### src/rtl/axil_arb2_ctrl.sv
// rtl/axil_arb2_ctrl.sv - two-master round-robin AXI4-Lite arbiter in front of one shared slave port
// Optional response watchdog with late-response drain: AXIL_ARB_TIMEOUT_EN
module axil_arb2_ctrl #(
    parameter int ADDR_W      = 32,
    parameter int DATA_W      = 32,
    parameter int TIMEOUT_CYC = 255
) (
    input  logic                      clk_i,
    input  logic                      rst_ni,
    input  logic [1:0]                m_awvalid,
    input  logic [2*ADDR_W-1:0]       m_awaddr,
    output logic [1:0]                m_awready,
    input  logic [1:0]                m_wvalid,
    input  logic [2*DATA_W-1:0]       m_wdata,
    input  logic [2*(DATA_W/8)-1:0]   m_wstrb,
    output logic [1:0]                m_wready,
    output logic [1:0]                m_bvalid,
    output logic [3:0]                m_bresp,
    input  logic [1:0]                m_bready,
    input  logic [1:0]                m_arvalid,
    input  logic [2*ADDR_W-1:0]       m_araddr,
    output logic [1:0]                m_arready,
    output logic [1:0]                m_rvalid,
    output logic [2*DATA_W-1:0]       m_rdata,
    output logic [3:0]                m_rresp,
    input  logic [1:0]                m_rready,
    output logic                      s_awvalid,
    output logic [ADDR_W-1:0]         s_awaddr,
    input  logic                      s_awready,
    output logic                      s_wvalid,
    output logic [DATA_W-1:0]         s_wdata,
    output logic [(DATA_W/8)-1:0]     s_wstrb,
    input  logic                      s_wready,
    input  logic                      s_bvalid,
    input  logic [1:0]                s_bresp,
    output logic                      s_bready,
    output logic                      s_arvalid,
    output logic [ADDR_W-1:0]         s_araddr,
    input  logic                      s_arready,
    input  logic                      s_rvalid,
    input  logic [DATA_W-1:0]         s_rdata,
    input  logic [1:0]                s_rresp,
    output logic                      s_rready
);

    localparam int SW = DATA_W / 8;

    typedef enum logic [1:0] {W_IDLE, W_ADDR, W_RESP} w_state_t;
    typedef enum logic [1:0] {R_IDLE, R_ADDR, R_DATA} r_state_t;

    w_state_t w_state, w_state_nxt;
    r_state_t r_state, r_state_nxt;

    logic gw, gw_nxt, last_w, last_w_nxt;
    logic aw_done, aw_done_nxt, w_done, w_done_nxt;
    logic gr, gr_nxt, last_r, last_r_nxt;

    logic w_to, r_to;
    logic w_drain, r_drain;

    // Round-robin: on a tie the master that did not win last time gets the grant.
    function automatic logic pick(input logic [1:0] req, input logic last);
        if (req == 2'b11) return ~last;
        return req[1];
    endfunction

`ifdef AXIL_ARB_TIMEOUT_EN
    localparam int TO_W = $clog2(TIMEOUT_CYC + 1);
    logic [TO_W-1:0] w_cnt, r_cnt;

    assign w_to = (w_state == W_RESP) && (w_cnt == TO_W'(TIMEOUT_CYC));
    assign r_to = (r_state == R_DATA) && (r_cnt == TO_W'(TIMEOUT_CYC));

    // Counters saturate at the limit; the drain flag swallows the slave's eventual late response.
    always_ff @(posedge clk_i or negedge rst_ni) begin
        if (!rst_ni) begin
            w_cnt   <= '0;
            r_cnt   <= '0;
            w_drain <= 1'b0;
            r_drain <= 1'b0;
        end else begin
            if (w_state != W_RESP)  w_cnt <= '0;
            else if (!w_to)         w_cnt <= w_cnt + TO_W'(1);

            if (r_state != R_DATA)  r_cnt <= '0;
            else if (!r_to)         r_cnt <= r_cnt + TO_W'(1);

            if (w_to && m_bready[gw])        w_drain <= 1'b1;
            else if (w_drain && s_bvalid)    w_drain <= 1'b0;

            if (r_to && m_rready[gr])        r_drain <= 1'b1;
            else if (r_drain && s_rvalid)    r_drain <= 1'b0;
        end
    end
`else
    assign w_to    = 1'b0;
    assign r_to    = 1'b0;
    assign w_drain = 1'b0;
    assign r_drain = 1'b0;
`endif

    always_ff @(posedge clk_i or negedge rst_ni) begin
        if (!rst_ni) begin
            w_state <= W_IDLE;
            gw      <= 1'b0;
            last_w  <= 1'b1;
            aw_done <= 1'b0;
            w_done  <= 1'b0;
            r_state <= R_IDLE;
            gr      <= 1'b0;
            last_r  <= 1'b1;
        end else begin
            w_state <= w_state_nxt;
            gw      <= gw_nxt;
            last_w  <= last_w_nxt;
            aw_done <= aw_done_nxt;
            w_done  <= w_done_nxt;
            r_state <= r_state_nxt;
            gr      <= gr_nxt;
            last_r  <= last_r_nxt;
        end
    end

    always_comb begin
        w_state_nxt = w_state;
        gw_nxt      = gw;
        last_w_nxt  = last_w;
        aw_done_nxt = aw_done;
        w_done_nxt  = w_done;
        m_awready   = '0;
        m_wready    = '0;
        m_bvalid    = '0;
        m_bresp     = '0;
        s_awvalid   = 1'b0;
        s_awaddr    = '0;
        s_wvalid    = 1'b0;
        s_wdata     = '0;
        s_wstrb     = '0;
        s_bready    = w_drain;
        unique case (w_state)
            W_IDLE: begin
                if ((|m_awvalid) && !w_drain) begin
                    gw_nxt      = pick(m_awvalid, last_w);
                    aw_done_nxt = 1'b0;
                    w_done_nxt  = 1'b0;
                    w_state_nxt = W_ADDR;
                end
            end
            W_ADDR: begin
                // AW and W complete independently; each is masked once its handshake is latched.
                s_awvalid     = m_awvalid[gw] & ~aw_done;
                s_awaddr      = m_awaddr[gw*ADDR_W +: ADDR_W];
                m_awready[gw] = s_awready & ~aw_done;
                s_wvalid      = m_wvalid[gw] & ~w_done;
                s_wdata       = m_wdata[gw*DATA_W +: DATA_W];
                s_wstrb       = m_wstrb[gw*SW +: SW];
                m_wready[gw]  = s_wready & ~w_done;
                aw_done_nxt   = aw_done | (s_awvalid & s_awready);
                w_done_nxt    = w_done | (s_wvalid & s_wready);
                if (aw_done_nxt && w_done_nxt) w_state_nxt = W_RESP;
            end
            W_RESP: begin
                if (w_to) begin
                    m_bvalid[gw]       = 1'b1;
                    m_bresp[gw*2 +: 2] = 2'b10;
                    if (m_bready[gw]) begin
                        last_w_nxt  = gw;
                        w_state_nxt = W_IDLE;
                    end
                end else begin
                    s_bready           = m_bready[gw];
                    m_bvalid[gw]       = s_bvalid;
                    m_bresp[gw*2 +: 2] = s_bresp;
                    if (s_bvalid && m_bready[gw]) begin
                        last_w_nxt  = gw;
                        w_state_nxt = W_IDLE;
                    end
                end
            end
            default: w_state_nxt = W_IDLE;
        endcase
    end

    always_comb begin
        r_state_nxt = r_state;
        gr_nxt      = gr;
        last_r_nxt  = last_r;
        m_arready   = '0;
        m_rvalid    = '0;
        m_rdata     = {2{s_rdata}};
        m_rresp     = {2{s_rresp}};
        s_arvalid   = 1'b0;
        s_araddr    = '0;
        s_rready    = r_drain;
        unique case (r_state)
            R_IDLE: begin
                if ((|m_arvalid) && !r_drain) begin
                    gr_nxt      = pick(m_arvalid, last_r);
                    r_state_nxt = R_ADDR;
                end
            end
            R_ADDR: begin
                s_arvalid     = m_arvalid[gr];
                s_araddr      = m_araddr[gr*ADDR_W +: ADDR_W];
                m_arready[gr] = s_arready;
                if (s_arvalid && s_arready) r_state_nxt = R_DATA;
            end
            R_DATA: begin
                if (r_to) begin
                    m_rvalid[gr] = 1'b1;
                    m_rdata      = '0;
                    m_rresp      = {2{2'b10}};
                    if (m_rready[gr]) begin
                        last_r_nxt  = gr;
                        r_state_nxt = R_IDLE;
                    end
                end else begin
                    s_rready     = m_rready[gr];
                    m_rvalid[gr] = s_rvalid;
                    if (s_rvalid && m_rready[gr]) begin
                        last_r_nxt  = gr;
                        r_state_nxt = R_IDLE;
                    end
                end
            end
            default: r_state_nxt = R_IDLE;
        endcase
    end

endmodule

### config.mk
export PLATFORM = sky130hd
export DESIGN_NAME = axil_arb2_ctrl
export DESIGN_NICKNAME = d
export VERILOG_FILES = /design/src/rtl/axil_arb2_ctrl.sv
export SDC_FILE = /design/constraint.sdc
export NUM_CORES = 1
export LEC_CHECK = 0
export ABC_AREA = 0
export CORE_AREA = 2 2 173 175
export CTS_CLUSTER_DIAMETER = 150
export DETAILED_ROUTE_END_ITERATION = 8
export DIE_AREA = 0 0 175 177
export SLEW_MARGIN = 5
export SYNTH_ARGS = -nofsm -noshare
export SYNTH_HDL_FRONTEND = slang
export SYNTH_SLANG_ARGS = --single-unit
### constraint.sdc
create_clock -name clk_i -period 1.1 [get_ports clk_i]
set_input_delay 0.11 -clock clk_i [delete_from_list [all_inputs] [get_ports clk_i]]
set_output_delay 0.11 -clock clk_i [all_outputs]
set_load 0.02 [all_outputs]
### Word level (Yosys, flattened, before mapping)

Cells that the tools add are included.

| word-level totals | value |
|---|---|
| register bits | 10 |
| bits of input ports | 253 |
| output and inout bits | 187 |

| cells by class | value |
|---|---|
| $add $sub $neg | 1 |
| $lt $le $gt $ge | 4 |
| eq/ne operators | 12 |
| shift operators | 6 |
| mux-type cells | 50 |
| bitwise logic cells | 18 |
| reductions and logical operators | 18 |

Operators with widths:

| kind | number |
|---|---|
| $shiftx A64 B7 Y32 | 3 |
| $mux W32 | 3 |
| $neg A2 Y34 | 1 |
| $shift A2 B34 Y4 const A | 1 |
| $shiftx A2 B34 Y4 | 1 |
| $mux W1 | 28 |
| $mux W2 | 11 |
| $ne A2 B2 Y1 const B | 6 |
| $pmux W2 S3 | 2 |
| $and A2 B2 Y2 | 5 |
| $reduce_and A2 Y1 | 5 |
| $eq A2 B2 Y1 const B | 4 |
| $mux W4 | 2 |
| $shiftx A8 B4 Y4 | 1 |
| $and A1 B1 Y1 | 6 |
| $logic_and A1 B1 Y1 | 6 |
| $reduce_and A3 Y1 | 2 |
| $and A4 B4 Y4 | 1 |
| $eq A2 B1 Y1 const B | 2 |
| $logic_not A2 Y1 | 2 |
| $lt A1 B2 Y1 const B | 2 |
| $not A1 Y1 | 4 |
| $pmux W1 S2 | 2 |
| $reduce_or A2 Y1 | 2 |
| other kinds (4) | 7 |

### Depth between registers and ports, before layout

Gate-level depths: netlist of run 1.

| logic depth | value |
|---|---|
| depth after elaboration | 8 |
| mapped depth | 5 |
| gate-level depth less buffers | 3 |

### Worst setup path after synthesis of run 1

OpenSTA, ideal clock, no wires.

| path | value |
|---|---|
| path kind | flip-flop to output port |
| from | reg gr |
| to | out m_arready[0] |
| arrival | 1.347 ns |
| required time | 0.990 ns |
| setup slack | -0.357 ns |
| cell stages (with the launch flop) | 5 |
| path buffers | 3 |
| cell sequence | dfrtp_1 > buf_2 > buf_4 > buf_4 > nor3b_1 |

| on the way | value |
|---|---|
| cells in the longest elaborated chain, start to end | 6 |
| elaborated cells on any way between the ends | 7 |
| classes of those cells | 2 x order compare; 3 x mux; 1 x bitwise; 1 x reduce/logical |

RTL lines:

| what | line | text |
|---|---|---|
| from (decl) | 56 | `logic gr, gr_nxt, last_r, last_r_nxt;` |
| from (signal assigned) | 119 | `gr <= gr_nxt;` |
| $lt A1 B2 Y1 (implied by the code) / $ge A1 B1 Y1 (equally long branches) | 205 | `m_arready[gr] = s_arready;` |
| $logic_and A1 B1 Y1 (implied by the code) | 205 |  |
| $mux W1 (implied by the code) | 205 |  |
| $demux W1 S1 * | n/a |  |
| $and A2 B2 Y2 (no source line) * | n/a |  |
| $mux W2 * | 195 | `unique case (r_state)` |
| to (decl) | 22 | `output logic [1:0] m_arready,` |

Mark *: on every way between the ends. The rest lies on a longest branch, timed or not.

### Worst setup path after layout of run 1

| path | value |
|---|---|
| from | reg gw |
| to | out s_awvalid |

| on the way | value |
|---|---|
| cells in the longest elaborated chain, start to end | 4 |

RTL lines:

| what | line | text |
|---|---|---|
| from (decl) | 54 | `logic gw, gw_nxt, last_w, last_w_nxt;` |
| from (signal assigned) | 114 | `gw <= gw_nxt;` |
| $mux W1 (implied by the code) (2 in series) | 151 | `s_awvalid = m_awvalid[gw] & ~aw_done;` |
| $and A1 B1 Y1 | 151 |  |
| $mux W1 | 140 | `unique case (w_state)` |
| to (decl) | 27 | `output logic s_awvalid,` |

Every way passes these cells. The select of a mux whose other input is x is not followed.

==> results of run 1 <==
per-layer routing:
metal,GRT usage,part of all wire,vias to the layer above,wire length [um]
met5,0,0,-,0
met4,0.0351,0.025,0,412
met3,0.0174,0.065,34,1080
met2,0.172,0.52,173,8570
met1,0.117,0.39,1807,6490
li1,-,-,1910,-
state kept, by name (all words and copies together), names as in the netlist:
name / cells
w_done: 1
r_state: 2
w_state: 2
last_w: 1
aw_done: 1
last_r: 1
gw: 1
gr: 1
worst max-delay path, stage by stage, from the launching register on:
cell,delay [ns]
dfrtp_4,0.50
buf_12,0.16
buf_12,0.13
mux2_4,0.33
and2_4,0.15
buf_6,0.12
path summary, 6_finish.rpt:
kind	from	endpoint	slack (ns)	cells after the start
max	gw	s_awvalid	-0.64	5
min	rst_ni	r_state[0]	0.18	2
max reg2reg	gw	w_state[0]	-0.62	7
min reg2reg	last_r	last_r	0.57	2
max in group asynchronous	rst_ni	last_r	0.69	2
min in group clk_i	s_rdata[22]	m_rdata[22]	0.22	0
power breakdown:
part / total [mW] / switching [mW] / internal, mW
combinational: 20.0 / 9.02 / 11.0
sequential: 0.821 / 0.264 / 0.557
clock: 0.736 / 0.188 / 0.548
total: 21.5 / 9.47 / 12.1
cells by family (layout without fill, tap and decap cells):
logic type | Yosys count | count (layout)
DFF | 10 | 10
buffers and inverters | 100 | 457
muxes | 106 | 106
and+or+nand+nor | 143 | 143
AOI/OAI and AO/OA | 15 | 15
placed cells by master, fill, tap and decap left out, types with 11 or more instances in the layout:
cell type	instances
buf_6	104
nor2_1	46
mux2i_4	37
clkdlybuf4s50_1	218
mux2i_2	11
nor2_2	30
buf_12	16
mux2i_1	55
buf_4	94
nor2_4	36
area by class of cell:
class	count	area (sq um)
multi-input cells	264	2820
flip-flops and latches	10	259
fillers	3041	20900
inverters	4	17.5
repair buffers	449	4650
clock buffers	4	88.8
well taps	390	488
stage by stage:
stage | power [mW] | cell area, sq um | hold slack [ns]
global placement | 15.3 | 6790 | 0.220
floorplan | 9.75 | 3240 | -0.186
global route | 22.7 | 8330 | 0.191
finish | 21.5 | 8330 | 0.184
CTS | 19.0 | 7530 | 0.193
detailed placement | 15.4 | 6790 | 0.220
repair_timing:
item / 4_1_cts / 5_1_grt
pin swaps: 17 / 28
buffers inserted: 33 / 29
resized for setup: 610 / 190
setup endpoints to repair: 129 / 129
gates cloned: 6 / 0
==> impl_results.md, run 1 <==
* Outcome: finished, violations left
* Violated checks: negative setup slack
* Crit Path Max Fanout at 6
* Setup violations, final at 128
* Length of the first detailed-routing pass in iterations at 4
* Type of the worst setup path: reg -> out
* Post-Synth XOR/XNOR Area at 0
* Fin crit period at 1.74 ns
* Layout Cells excl Fill at 1121
* Dpl hpwl at 12400 um
* Worst-skew pair later-pin latency at roughly 0.24 ns
* Cts bufs inserted at 3
* Starting density of the core at 0.0951
* Drt wl/cell at 14.8 um
* Post-synth EDFFs at 0
* Complex-gate fraction of the synthesized area at 0.0400
* Grt total ovfl at 0
* Crit. End Element: output port
* Setup ws final at -0.644 ns
* Synth Cell Area at 2780 sq um
* Largest net degree at the start of global routing at 31
* Post-DRT Antenna Nets at 0
* Top-count cell post-synth: nor2_1
* Area Overhead vs Synth at 199%
* Reg clk slew, reported paths at 0.04 ns
* Highest Clock Rate at 573 MHz
* GPL Wtd Cong at 0.824
* Register bit total from synthesis at 10
* Top_reg_cell synth: dfrtp_1
* Final cycle utilization of the critical path at 1.59
* Pre-CTS WS at -0.699 ns
* Htree depth at 1
* CP Data Required Time at 0.99 ns
* Largest family of logic cells by synthesized area: multiplexers
* Top cells by area, synth: mux2i_1 37%, buf_4 19%, nor2_1 15%, dfrtp_1 7.2%, buf_2 3.2%
* Syn_nets at roughly 630
* Post-synth top cells: 112 x nor2_1, 102 x mux2i_1, 70 x buf_4, 18 x buf_2, 8 x dfrtp_1
* Fin. max-slew vios at 0
* Post-synthesis sequential area ratio at 0.0909
* Core area at 29200 sq um
* Mux share of post-synthesis cell area at 0.387
* Initial antenna violation count at 0
* Die area at about 31000 sq um
* Count of cell types in the netlist at 35
* PD cells at 2590 nW/um^2
* Global-route wire length before repair at 23300 um
* Tightest Pin Transition at around 0.4 ns
* Syn Area/Cell at 7.44 sq um
* Path type of the worst min-delay path: in -> async
* Initial DRC count at 53
* DP Cell Count at 1052
* Synth Area in Simple Gates at 0.231
* Routed vias/inst at 3.50
* CTS tree: done
* Die H at 177 um
* Fin Setup TNS at -61.87 ns
* Die Width at 175 um
* Asr flop ratio synth at 1.00
* Fin nets at 985
* Layout cell share with drive strength beyond 1 at 0.524
* Total Wirelength at 16600 um
* Cells after Synth at roughly 370
* RSZ-0062 raised after global routing: yes
* Core Util, Final at 0.285
* Share of the synthesized area in the top cell type at 0.367
* Maxcap violations at 0
* Top Ports at 440
* Rows at between 60 and 70
* Vias in the first global route at 3972
* Leakage Power at 3.43 nW
* Clock Sinks at 10
* Hold_buf cts at 0
* Worst vdd ir at 0.00100 V
* # DRC at 0
* Gr usage total at 0.0971
* Final Hold Viols at 0
* Worst setup SP type: flip-flop
* Post-synth top area cell: mux2i_1
* # diodes at 0
* Setup Skew at 0.000805 ns
* Root buffer selected by CTS: clkbuf_16
* Worst slew margin at 0.734
* Adder-Cell Fraction of Synth Area at 0
* Total number of vias at 3924
* Max Buffers Root-to-Sink at 2
* PortBufs at 337
* Yosys synthesis warning count at 0
* Critical Path AT at 1.63 ns
Note: power is estimated with default switching activity, not from simulation.
==> run 2: changes to the inputs <==
--- a/config.mk
+++ b/config.mk
@@ -7,7 +7,6 @@
 export LEC_CHECK = 0
 export ABC_AREA = 0
 export CORE_AREA = 2 2 173 175
-export CTS_CLUSTER_DIAMETER = 150
 export DETAILED_ROUTE_END_ITERATION = 8
 export DIE_AREA = 0 0 175 177
 export SLEW_MARGIN = 5
==> results of run 2 <==
Same layout as run 1: the final DEF is identical, and so are final timing and power.
